===== src/rtl/ALUControl_Defines.sv =====
// ALU operation encodings shared by the decode-stage ALU decoder and the EX-stage ALU.
package alu_control_defines;

  localparam logic [3:0] ALU_SUM  = 4'b0000;
  localparam logic [3:0] ALU_SUB  = 4'b0001;
  localparam logic [3:0] ALU_AND  = 4'b0010;
  localparam logic [3:0] ALU_OR   = 4'b0011;
  localparam logic [3:0] ALU_XOR  = 4'b0100;
  localparam logic [3:0] ALU_SLT  = 4'b0101;
  localparam logic [3:0] ALU_SLTU = 4'b0110;
  localparam logic [3:0] ALU_SLL  = 4'b0111;
  localparam logic [3:0] ALU_SRL  = 4'b1000;
  localparam logic [3:0] ALU_SRA  = 4'b1001;
  localparam logic [3:0] ALU_ROR  = 4'b1010;

endpackage


===== src/rtl/exec_pkg.sv =====
// Shared types for the execute stage: pipeline register layouts and forwarding select.
package exec_pkg;

  localparam int XLEN   = 32;
  localparam int REG_AW = 5;

  typedef enum logic [1:0] {
    FWD_RF,
    FWD_WB,
    FWD_MEM
  } fwd_sel_t;

  typedef struct packed {
    logic              reg_write;
    logic              mem_write;
    logic [1:0]        result_src;
    logic              branch;
    logic              jump;
    logic [3:0]        alu_control;
    logic              alu_src;
    logic [REG_AW-1:0] rs1;
    logic [REG_AW-1:0] rs2;
    logic [REG_AW-1:0] rd;
    logic [XLEN-1:0]   rd1;
    logic [XLEN-1:0]   rd2;
    logic [XLEN-1:0]   imm;
    logic [XLEN-1:0]   pc;
  } id_ex_t;

  typedef struct packed {
    logic              reg_write;
    logic              mem_write;
    logic [1:0]        result_src;
    logic [REG_AW-1:0] rd;
    logic [XLEN-1:0]   alu_result;
    logic [XLEN-1:0]   write_data;
    logic [XLEN-1:0]   pc_plus4;
  } ex_mem_t;

  // The MEM stage holds the younger result, so it is checked first; x0 never forwards.
  function automatic fwd_sel_t fwd_select(
    input logic              reg_write_m,
    input logic [REG_AW-1:0] rd_m,
    input logic              reg_write_w,
    input logic [REG_AW-1:0] rd_w,
    input logic [REG_AW-1:0] rs
  );
    if (reg_write_m && (rd_m != '0) && (rd_m == rs))
      return FWD_MEM;
    else if (reg_write_w && (rd_w != '0) && (rd_w == rs))
      return FWD_WB;
    else
      return FWD_RF;
  endfunction

endpackage


===== src/rtl/execute_stage_alu.sv =====
// Combinational 32-bit ALU driven by the decode-stage ALUControl code.
module alu
  import exec_pkg::*;
  import alu_control_defines::*;
(
  input  logic [XLEN-1:0] a,
  input  logic [XLEN-1:0] b,
  input  logic [3:0]      alu_control,
  output logic [XLEN-1:0] result,
  output logic            zero
);

  logic [4:0]        shamt;
  logic [2*XLEN-1:0] rot_full;

  assign shamt    = b[4:0];
  // Rotating right is a right shift of the operand concatenated with itself.
  assign rot_full = {a, a} >> shamt;

  always_comb begin
    result = '0;
    case (alu_control)
      ALU_SUM:  result = a + b;
      ALU_SUB:  result = a - b;
      ALU_SLL:  result = a << shamt;
      ALU_SRL:  result = a >> shamt;
      ALU_SRA:  result = $signed(a) >>> shamt;
      ALU_ROR:  result = rot_full[XLEN-1:0];
      ALU_SLT:  result = {{(XLEN-1){1'b0}}, ($signed(a) < $signed(b))};
      ALU_SLTU: result = {{(XLEN-1){1'b0}}, (a < b)};
      ALU_XOR:  result = a ^ b;
      ALU_OR:   result = a | b;
      ALU_AND:  result = a & b;
      default:  result = '0;
    endcase
  end

  assign zero = (result == '0);

endmodule


===== src/rtl/execute_stage.sv =====
// Pipeline EX stage: ID/EX register, MEM/WB operand forwarding, ALU, branch/jump resolution, EX/MEM register.
module execute_stage
  import exec_pkg::*;
(
  input  logic              clk,
  input  logic              rst_n,
  input  logic              stall_e,
  input  logic              flush_e,
  input  logic [3:0]        alu_control_d,
  input  logic              alu_src_d,
  input  logic              reg_write_d,
  input  logic              mem_write_d,
  input  logic [1:0]        result_src_d,
  input  logic              branch_d,
  input  logic              jump_d,
  input  logic [REG_AW-1:0] rs1_d,
  input  logic [REG_AW-1:0] rs2_d,
  input  logic [REG_AW-1:0] rd_d,
  input  logic [XLEN-1:0]   rd1_d,
  input  logic [XLEN-1:0]   rd2_d,
  input  logic [XLEN-1:0]   imm_ext_d,
  input  logic [XLEN-1:0]   pc_d,
  input  logic [XLEN-1:0]   alu_result_m_fw,
  input  logic [REG_AW-1:0] rd_m_fw,
  input  logic              reg_write_m_fw,
  input  logic [XLEN-1:0]   result_w,
  input  logic [REG_AW-1:0] rd_w,
  input  logic              reg_write_w,
  output logic [REG_AW-1:0] rs1_e,
  output logic [REG_AW-1:0] rs2_e,
  output logic [REG_AW-1:0] rd_e,
  output logic              pc_src_e,
  output logic [XLEN-1:0]   pc_target_e,
  output logic [XLEN-1:0]   alu_result_m,
  output logic [XLEN-1:0]   write_data_m,
  output logic [XLEN-1:0]   pc_plus4_m,
  output logic [REG_AW-1:0] rd_m,
  output logic              reg_write_m,
  output logic              mem_write_m,
  output logic [1:0]        result_src_m
);

  id_ex_t          id_ex;
  ex_mem_t         ex_mem;
  fwd_sel_t        fwd_a_sel, fwd_b_sel;
  logic [XLEN-1:0] fwd_a, fwd_b, src_b, alu_out;
  logic            alu_zero;

  // Flush outranks stall so a load-use bubble is inserted even while decode is held.
  always_ff @(posedge clk or negedge rst_n) begin
    if (!rst_n) begin
      id_ex <= '0;
    end else if (flush_e) begin
      id_ex <= '0;
    end else if (!stall_e) begin
      id_ex.reg_write   <= reg_write_d;
      id_ex.mem_write   <= mem_write_d;
      id_ex.result_src  <= result_src_d;
      id_ex.branch      <= branch_d;
      id_ex.jump        <= jump_d;
      id_ex.alu_control <= alu_control_d;
      id_ex.alu_src     <= alu_src_d;
      id_ex.rs1         <= rs1_d;
      id_ex.rs2         <= rs2_d;
      id_ex.rd          <= rd_d;
      id_ex.rd1         <= rd1_d;
      id_ex.rd2         <= rd2_d;
      id_ex.imm         <= imm_ext_d;
      id_ex.pc          <= pc_d;
    end
  end

  always_comb begin
    fwd_a_sel = fwd_select(reg_write_m_fw, rd_m_fw, reg_write_w, rd_w, id_ex.rs1);
    fwd_b_sel = fwd_select(reg_write_m_fw, rd_m_fw, reg_write_w, rd_w, id_ex.rs2);

    fwd_a = id_ex.rd1;
    case (fwd_a_sel)
      FWD_MEM: fwd_a = alu_result_m_fw;
      FWD_WB:  fwd_a = result_w;
      default: fwd_a = id_ex.rd1;
    endcase

    fwd_b = id_ex.rd2;
    case (fwd_b_sel)
      FWD_MEM: fwd_b = alu_result_m_fw;
      FWD_WB:  fwd_b = result_w;
      default: fwd_b = id_ex.rd2;
    endcase

    src_b = id_ex.alu_src ? id_ex.imm : fwd_b;
  end

  alu u_alu (
    .a           (fwd_a),
    .b           (src_b),
    .alu_control (id_ex.alu_control),
    .result      (alu_out),
    .zero        (alu_zero)
  );

  assign pc_src_e    = (id_ex.branch & alu_zero) | id_ex.jump;
  assign pc_target_e = id_ex.pc + id_ex.imm;

  // EX/MEM never stalls; a held instruction is simply re-registered each cycle.
  always_ff @(posedge clk or negedge rst_n) begin
    if (!rst_n) begin
      ex_mem <= '0;
    end else begin
      ex_mem.reg_write  <= id_ex.reg_write;
      ex_mem.mem_write  <= id_ex.mem_write;
      ex_mem.result_src <= id_ex.result_src;
      ex_mem.rd         <= id_ex.rd;
      ex_mem.alu_result <= alu_out;
      ex_mem.write_data <= fwd_b;
      ex_mem.pc_plus4   <= id_ex.pc + 32'd4;
    end
  end

  assign rs1_e        = id_ex.rs1;
  assign rs2_e        = id_ex.rs2;
  assign rd_e         = id_ex.rd;
  assign alu_result_m = ex_mem.alu_result;
  assign write_data_m = ex_mem.write_data;
  assign pc_plus4_m   = ex_mem.pc_plus4;
  assign rd_m         = ex_mem.rd;
  assign reg_write_m  = ex_mem.reg_write;
  assign mem_write_m  = ex_mem.mem_write;
  assign result_src_m = ex_mem.result_src;

endmodule


===== config.mk =====
export PLATFORM = sky130hd
export DESIGN_NAME = execute_stage
export DESIGN_NICKNAME = d
export VERILOG_FILES = /design/src/rtl/ALUControl_Defines.sv /design/src/rtl/exec_pkg.sv /design/src/rtl/execute_stage_alu.sv /design/src/rtl/execute_stage.sv
export SDC_FILE = /design/constraint.sdc
export NUM_CORES = 1
export LEC_CHECK = 0
export BUFFER_PORTS_ARGS = -buffer_cell sky130_fd_sc_hd__buf_2
export CORE_UTILIZATION = 45
export CTS_BUF_LIST = sky130_fd_sc_hd__clkbuf_8
export DETAILED_ROUTE_END_ITERATION = 10
export PLACE_DENSITY_LB_ADDON = 0.05
export SLEW_MARGIN = 20
export SYNTH_ARGS = -nofsm -noshare
export SYNTH_HDL_FRONTEND = slang
export SYNTH_HIERARCHICAL = 1
export SYNTH_SLANG_ARGS = --single-unit

===== constraint.sdc =====
create_clock -name clk -period 12 [get_ports clk]
set_input_delay 1.8 -clock clk [delete_from_list [all_inputs] [get_ports clk]]
set_output_delay 1.8 -clock clk [all_outputs]
set_load 0.03 [all_outputs]

* Yosys cells after proc, flatten, opt, wreduce, memory -nomap -nowiden
Index checks and enable logic that the tools add are counted.
Operators by class: add/subtract/negate cells 4, equal/unequal tests 19, shifts and indexed selects 4, reduce and logical (&&, ||, !) cells 10, bitwise operators 5, mux-type cells 10, magnitude comparators 2
Operator list (number):
- one-hot mux 32 bit (11 select lines) | 1
- two-way mux 154 bit | 2
- one-hot mux 32 bit (2 select lines) | 2
- adder 32 bit | 2
- less-than comparator 32 bit | 2
- >> shifter 64 x 5 -> 32 bit | 1
- adder 32 x 3 -> 32 bit (second input constant) | 1
- bitwise AND 32 bit | 1
- logical NOT 32 bit | 1
- two-way mux 32 bit | 1
- OR 32 bit | 1
- << shifter 32 x 5 -> 32 bit | 1
- >> shifter 32 x 5 -> 32 bit | 1
- >>> shifter 32 x 5 -> 32 bit | 1
- subtractor 32 bit | 1
- bitwise XOR 32 bit | 1
- == test 5 bit | 4
- == test 4 x 3 -> 1 bit (second input constant) | 4
- == test 4 bit (second input constant) | 3
- nonzero test 5 bit | 2
- == test 4 x 2 -> 1 bit (second input constant) | 2
- logical AND 1 bit | 6
- == test 2 x 1 -> 1 bit (second input constant) | 2
- == test 2 bit (second input constant) | 2
- 7 further kinds | 9
Word-level totals: flip-flop bits (word level) 259, output and inout bits 153, input bits 234

* Depth between registers and ports, before layout
Gate-level depths: netlist of the first run.
word-level depth 13, gate-level depth with buffers 28

* Hierarchy
Netlist of the first run, hierarchy kept.
Modules (own cells, without submodules):
- execute_stage | sequential area each 6481.2 µm², cells an instance 1217, area each 13561.8 µm², instances 1
- alu | sequential area each 0.0 µm², cells an instance 1610, area each 11334.6 µm², instances 1

* Least setup slack after synthesis of the first run
No wires, ideal clock.
kind input-to-output, start point input port rd_w[4], end point output port pc_src_e, data arrival time 7.975 ns, cell stages on the path 25, buffers on the path 5, setup slack 2.225 ns, cell sequence xnor2_1 nand3_1 nor4_2 buf_6 mux2_4 mux2_4 mux2_2 buf_4 buf_6 inv_2 clkbuf_1 buf_1 ha_1 a21o_1 a221oi_1 nor3_1 a311o_1 a22o_1 nor4b_1 or4b_1 nor4b_2 and4_1 nand4bb_1 nor4_2 a21o_1
On the way: cells in the longest elaborated chain, start to end 13, elaborated cells on any way between the ends 32
RTL lines:
- from (decl) | line execute_stage.sv:27 | input logic [REG_AW-1:0] rd_w,
- nonzero test 5 bit | line exec_pkg.sv:50 | else if (reg_write_w && (rd_w != '0) && (rd_w == rs))
- logical AND 1 bit | line exec_pkg.sv:50
- logical AND 1 bit * | line exec_pkg.sv:50
- two-way mux 1 bit * | line exec_pkg.sv:50
- two-way mux 2 bit * | line exec_pkg.sv:48 | if (reg_write_m && (rd_m != '0) && (rd_m == rs))
- == test 2 x 1 -> 1 bit / == test 2 bit (equally long branches) | line execute_stage.sv:85 | case (fwd_b_sel)
- one-hot mux 32 bit (2 select lines) * | line execute_stage.sv:85
- net fwd_b[2] | line execute_stage.sv:46 | logic [XLEN-1:0] fwd_a, fwd_b, src_b, alu_out;
- two-way mux 32 bit * | line execute_stage.sv:91 | src_b = id_ex.alu_src ? id_ex.imm : fwd_b;
- net src_b[2] | line execute_stage.sv:46
- subtractor 32 bit (tied with other cells) | line execute_stage_alu.sv:24 | ALU_SUB: result = a - b;
- one-hot mux 32 bit (11 select lines) * | line execute_stage_alu.sv:22 | case (alu_control)
- logical NOT 32 bit * | line execute_stage_alu.sv:38 | assign zero = (result == '0);
- net alu_zero | line execute_stage.sv:47 | logic alu_zero;
- bitwise AND 1 bit * | line execute_stage.sv:102 | assign pc_src_e = (id_ex.branch & alu_zero) | id_ex.jump;
- OR 1 bit * | line execute_stage.sv:102
- to (decl) | line execute_stage.sv:32 | output logic pc_src_e,
Mark *: on every way through the listed nets, which the timed path passes. The rest lies on a longest branch.

* Worst setup path after layout of the first run
start point input port rd_m_fw[0], end point output port pc_src_e
On the way: cells in the longest elaborated chain, start to end 12, elaborated cells on any way between the ends 30
RTL lines:
- from (decl) | line execute_stage.sv:24 | input logic [REG_AW-1:0] rd_m_fw,
- nonzero test 5 bit | line exec_pkg.sv:48
- logical AND 1 bit | line exec_pkg.sv:48
- logical AND 1 bit * | line exec_pkg.sv:48
- two-way mux 2 bit * | line exec_pkg.sv:48
- == test 2 x 1 -> 1 bit / == test 2 bit (equally long branches) | line execute_stage.sv:85
- one-hot mux 32 bit (2 select lines) * | line execute_stage.sv:85
- net fwd_b[0] | line execute_stage.sv:46
- two-way mux 32 bit * | line execute_stage.sv:91
- net src_b[0] | line execute_stage.sv:46
- subtractor 32 bit (tied with other cells) | line execute_stage_alu.sv:24
- one-hot mux 32 bit (11 select lines) * | line execute_stage_alu.sv:22
- net alu_out[18] | line execute_stage.sv:46
- logical NOT 32 bit * | line execute_stage_alu.sv:38
- net alu_zero | line execute_stage.sv:47
- bitwise AND 1 bit * | line execute_stage.sv:102
- OR 1 bit * | line execute_stage.sv:102
Marks and branches as above.

==> run metrics, run 1 <==
total congestion overflow 0; Yosys Warn Count 6; Mean Syn Cell Area between 8 and 9 um^2; startpoint types primary input; M1 WL 46.4 mm; area added between synthesis and finish 14.2%; fraction of the mapped netlist area in compound gates between 10% and 20%; largest family of logic cells by synthesized area multiplexers; PD cells 119 nW/um^2; Max-cap violations 0; largest net degree at the start of global routing 147; Starting DRT DRC Count 2978; final wirelength 121 mm; CTS clk-pin slew, worst paths 0.05 ns; Rows 85; fillcell total about 5000; Simple-Gate Fraction of Synth Area between 15 and 20%; R2R cell count 18; clock sinks roughly 260; fmax 0.0870 GHz; nets 3480; I/O pin count roughly 390; CP arrival about 9.7 ns; Post-Route Skew around 0.036 ns; crit-path max FO 47; Worst Hold Class reg -> reg; CP Capture Type primary output; Slew headroom 23.1%; Mapped Area 24900 um^2; post-cts resize count 0; post-synthesis xor/xnor area fraction approximately 2.8%; syn nets 3193; CP cell instances buf_2 > or4_1 > o21ai_1 > nor4_1 > nand3_2 > mux2_4 > mux2_4 > inv_2 > ha_1 > nor2b_1 > a211oi_1 > a2111o_1 > a311o_1 > a2111oi_1 > o311ai_1 > a211o_1 > nor4_1 > and4_1 > nand4bb_1 > nor4_2 > a21o_1 > buf_2; Reg2Reg Setup Slack ~5.1 ns; initial antenna violation count 21; wire per inst ~31 um; Non-Filler Instances a little under 4000; vias in the first global route 25129; hold violation count in the final report 0; Post-Synth Adder-Cell Area slightly below 7%; status completed; DRC 0; die height 237 um; ys flop type dfrtp_1; layout cells sized above 1 about a quarter; Tot GR Track Use between 40% and 50%; number of synthesized flops with an enable pin 0; antenna viol nets, final 0; setup violators final 0; Worst R2R Start rs2_e[2]; Die W between 200 and 250 um; drt pass-1 iters 7; WP data required approximately 10 ns; Final min period 11.50 ns; CP Class in -> out; hold_buf cts 0; async set-reset flop share out of synthesis 100%; Post-CTS Setup Inserts 0; Final period util ~96%; metal2 WL ~53 mm; critical path's slowest cell a2111oi_1; met3 WL approximately 13 mm; slew at the pin with the worst max-slew slack between 1 and 1.5 ns; CTS root buffer clkbuf_8; Fin Setup TNS 0 ns; CP delay by family, top compound AO/OA/AOI/OAI gates; Placer Congestion roughly 1.1; FF+latch count, synth around 260; Top Metal Used met5; Max rail drop VDD 96.4 uV; CTS tree done; Slew Limit Fails 0; post-synthesis cell count 2827; Lkg Pwr 13.2 nW; Worst Setup SP rd_m_fw[0]; core area 54200 um^2; first-pass GRT wire length between 150 and 200 mm; Avg Vias per Cell between 6 and 7; CTS Buf Count 50; R2R Path End alu_result_m[30]; Vias ~26000; post-synthesis sequential area ratio 26.0%; clk_lat worst skew about 0.65 ns; clk buf depth 3; Post-Place Cells approximately 3800; Detail Placement HPWL around 90 mm; Starting Density 45.9%; RSZ-0062 raised after global routing no; slowest cell delay on critical path between 0.9 and 1 ns; CTS H-tree depth 2; mux cell area share after synthesis a little under a quarter; critical path endpoint pc_src_e; port bufs between 300 and 400; CP Buf/Inv Count 3; CP Depth 22; post-synth cell types 93; Die Area ~56000 um^2
Yosys cell counts (all sizes together) (8+ instances only):
library cell / instances / area, um^2
dfrtp: 259 / 6480
o21ai: 147 / 747
nor3: 46 / 230
nor2b: 23 / 144
nand4: 32 / 200
o31ai: 27 / 203
a311oi: 9 / 78.8
o21a: 15 / 113
a22oi: 22 / 165
mux4: 61 / 1370
a211o: 16 / 140
o211a: 9 / 90.1
a21o: 29 / 218
a211oi: 36 / 270
or2: 11 / 68.8
o21bai: 12 / 90.1
a221o: 8 / 80.1
or3: 19 / 124
a31oi: 23 / 144
a21oi: 157 / 786
nand3: 51 / 255
mux2: 129 / 1690
inv: 103 / 387
mux2i: 262 / 2620
nor4: 31 / 213
o2111ai: 11 / 96.3
nand2: 224 / 841
nand2b: 23 / 144
xor2: 29 / 254
a221oi: 15 / 138
or4: 12 / 93.8
ha: 129 / 1610
a2111oi: 15 / 163
o221ai: 14 / 123
clkbuf: 137 / 514
nor2: 320 / 1200
and2: 20 / 125
xnor2: 52 / 455
o22ai: 20 / 125
o211ai: 42 / 315
and3: 17 / 106
buf: 101 / 643
how the worst min path moves through the flow:
stage                     startpoint              end  slack [ns]  depth (start not counted)
after floorplan           id_ex[152]      mem_write_m        0.35                          0
after global placement    id_ex[152]      mem_write_m        0.36                          0
after detailed placement  id_ex[151]  result_src_m[1]        0.37                          0
after CTS                 id_ex[151]  result_src_m[1]        0.38                          0
after global routing      id_ex[151]  result_src_m[1]        0.39                          0
final                     id_ex[152]      mem_write_m        0.38                          0
sequential cells by signal, summed over array words and instances, names as in the netlist:
name,flops
id_ex,139
alu_result_m,32
rd_e,5
result_src_m,2
rs1_e,5
write_data_m,32
pc_plus4_m,32
rs2_e,5
reg_write_m,1
mem_write_m,1
rd_m,5
through the flow:
step                      setup slack, ns  hold slack [ns]  total power, W  utilization, %  instance area (um^2)
after CTS                           0.688            0.379         0.00336            52.3                 28400
after detailed placement            0.712            0.373         0.00240            50.4                 27300
after floorplan                      2.22            0.353         0.00188               -                 24900
after global placement              0.247            0.362         0.00240            50.4                 27300
after global routing                0.284            0.387         0.00351            52.4                 28400
final                               0.505            0.382         0.00339            52.4                 28400
cells in the final DEF (no fill, tap or decap), types with 29 or more instances in the layout:
master    count
mux2_2       62
xor2_1       29
nand3_1      50
xnor2_1      52
buf_2       383
nand4_1      32
o211ai_1     42
a21o_1       29
a211oi_1     36
buf_4        86
ha_1        129
a21oi_1     157
mux2_4       66
mux4_2       61
nand2_1     224
nor3_1       46
nor2_1      317
o21ai_0     137
dfrtp_1     258
clkbuf_8     65
mux2i_1     262
inv_1       110
logic make-up (layout without fill, tap and decap cells):
logic type / count (synthesis) / after routing
mux: 452 / 452
buf+inv: 341 / 657
fa+ha+maj: 132 / 132
flops: 259 / 259
other cells: 0 / 18
compound gates: 701 / 701
simple gates: 861 / 861
xor+xnor: 81 / 81
per-layer routing:
metal,track usage [%],vias to the layer above
met4,25.3,8
li1,-,10994
met5,0,-
met2,63.4,1758
met1,52.3,12754
met3,12.2,424
worst register-to-register path: stages, from the launching register on:
cell,delay (ns)
dfrtp_1,0.47
xor2_1,0.18
nor4_1,0.35
nand3_2,0.67
mux2_4,0.41
mux2_4,0.64
ha_1,0.34
inv_1,0.06
fa_1,0.41
nor2b_1,0.17
o21ai_0,0.66
a21boi_0,0.34
o211ai_1,0.41
a21o_1,0.27
a21oi_1,0.23
a2111o_1,0.47
nand2_1,0.09
a21boi_0,0.10
o21ai_0,0.46
cell type report:
class	instances	area, um^2	share of cell area (%)
clock inverters	17	166	0.585
multi-input cells	2227	17000	59.7
clock buffers	64	881	3.10
well taps	696	871	3.06
repair buffers	473	2630	9.26
flip-flops and latches	259	6480	22.8
diodes	18	45.0	0.158
inverters	103	387	1.36
power by group:
part / total [W] / internal, W / leakage (nW) / switching, W
clock: 0.000952 / 0.000539 / 0.576 / 0.000413
sequential: 0.00101 / 0.000948 / 3.41 / 0.0000581
combinational: 0.00143 / 0.000467 / 9.23 / 0.000968
total: 0.00339 / 0.00195 / 13.2 / 0.00144
(Power assumes the default switching activity.)
==> run 2, diff against run 1 <==
- CORE_ASPECT_RATIO: not set -> 1.2
- CORE_UTILIZATION: 45 -> 35
- CTS_BUF_LIST: sky130_fd_sc_hd__clkbuf_8 -> not set
==> run metrics, run 2 (synthesis results as in run 1) <==
first-pass GRT wire length approximately 190 mm; CP arrival 9.87 ns; die height 294 um; antenna viol nets, final 0; hold violation count in the final report 0; Largest register FFs 139; post-cts resize count 0; Max rail drop VDD between 100 and 150 uV; WP data required 10.20 ns; initial antenna violation count 14; Top Metal Used met5; port bufs approximately 390; Tot GR Track Use 36.2%; clock sinks about 260; layout cells sized above 1 25.1%; CTS tree done; Vias between 20000 and 30000; Final period util between 90% and 100%; met3 WL just over 9 mm; Lkg Pwr between 10 and 15 nW; final worst slack roughly 0.33 ns; CP Capture Type primary output; CP Buf/Inv Count 5; M1 WL ~49 mm; Fin Setup TNS 0 ns; Starting Density ~36%; startpoint types primary input; Slew Limit Fails 0; total congestion overflow 0; clk_lat worst skew 0.56 ns; crit-path max FO 38; Worst R2R Start rs2_e[0]; CTS root buffer clkbuf_16; Reg2Reg Setup Slack 5.27 ns; Largest Register id_ex; fmax roughly 0.086 GHz; wire per inst roughly 33 um; I/O pin count 387; most common cell after layout, fill and taps aside buf_2; metal2 WL 64.3 mm; area of the multi-input gates roughly 17000 um^2; CP cell instances buf_2 > xnor2_1 > nand3_1 > nor4_4 > mux2_4 > mux2_4 > mux2_4 > buf_4 > inv_2 > ha_1 > nor2b_1 > a211oi_1 > a2111o_1 > a311o_1 > a2111oi_0 > o311ai_1 > a211o_1 > nor4_1 > and4_1 > nand4bb_1 > nor4_2 > buf_4 > a21o_1 > buf_2; Detail Placement HPWL around 100 mm; core area 70000 um^2; critical path's slowest cell nor4_4; final wirelength approximately 130 mm; CP delay by family, top compound AO/OA/AOI/OAI gates; R2R Path End alu_result_m[18]; nets roughly 3500; slowest cell delay on critical path about 0.92 ns; Final min period 11.67 ns; fillcell total just over 7000; CTS H-tree depth 2; slew at the pin with the worst max-slew slack about 1.2 ns; Placer Congestion between 1 and 1.5; setup violators final 0; status completed; hold_buf cts 0; Slew headroom 17.7%; clk buf depth 3; Worst Hold Class reg -> reg; Die Area between 70000 and 80000 um^2; Post-CTS Setup Inserts 0; CP Class in -> out; Starting DRT DRC Count between 2000 and 2500; Most common cell on crit path mux2_4; Rows around 110; FF+latch area around 6500 um^2; vias in the first global route 25010; largest net degree at the start of global routing approximately 120; drt pass-1 iters 8; Hold EP mem_write_m; commonest cells after routing, fill and taps aside buf_2, nor2_1, mux2i_1; Post-Route Skew approximately 0.021 ns; DP Worst Slack around 0.47 ns; Max-cap violations 0; DRC 0; Die W 245 um; PD cells 123 nW/um^2; Avg Vias per Cell ~6.2; Hold Crit Start id_ex[152]; hold path cells 0; R2R cell count 16; RSZ-0062 raised after global routing no; CTS Buf Count 35; CTS clk-pin slew, worst paths 0.05 ns; area added between synthesis and finish 16.4%
## run 2: changes by cell type in the layout (fill, tap and decap cells not counted), moves of 5 or more
cell | previous run | this run
clkbuf_1 | 0 | 7
o21ai_0 | 137 | 119
inv_1 | 110 | 101
clkbuf_16 | 0 | 35
buf_4 | 86 | 99
o21ai_2 | 1 | 6
diode_2 | 18 | 7
clkbuf_8 | 65 | 7
o21ai_1 | 8 | 21
## run 2: cell type report
cell class,instances,area share [%]
well taps,918,3.96
clock inverters,14,0.708
diodes,7,0.0604
flip-flops and latches,259,22.4
inverters,103,1.33
repair buffers,489,9.56
clock buffers,49,3.44
multi-input cells,2227,58.6
## run 2: metal layers
metal | vias up | GRT usage [%]
li1 | 10980 | -
met4 | 4 | 23.4
met3 | 332 | 4.63
met1 | 12514 | 42.3
met2 | 1369 | 62.0
met5 | - | 0
## run 2: where the power goes
part           total [W]  switching, W  leakage (nW)  internal [W]
clock            0.00111      0.000436         0.591      0.000674
sequential       0.00100     0.0000564          3.41      0.000947
combinational    0.00145      0.000979          9.33      0.000470
total            0.00356       0.00147          13.3       0.00209
## run 2: how the worst max path moves through the flow
stage	start	end	slack, ns	cells past startpoint
4_1_cts	rd_w[0]	pc_src_e	0.41	24
2_1_floorplan	rd_w[4]	pc_src_e	2.22	25
5_1_grt	rd_w[2]	pc_src_e	0.10	24
6_report	rd_w[0]	pc_src_e	0.33	24
3_3_place_gp	rd_w[0]	pc_src_e	0.38	24
3_5_place_dp	rd_w[0]	pc_src_e	0.47	24
## run 2: per-stage QoR
stage	hold slack [ns]	instances	cell area [um^2]	utilization, %	total power, W
2_1_floorplan	0.353	2827	24900	-	0.00188
3_3_place_gp	0.361	3995	27700	39.6	0.00244
3_5_place_dp	0.367	3995	27700	39.6	0.00243
4_1_cts	0.374	4058	29000	41.3	0.00356
5_1_grt	0.386	4066	29000	41.4	0.00370
6_report	0.376	4066	29000	41.4	0.00356
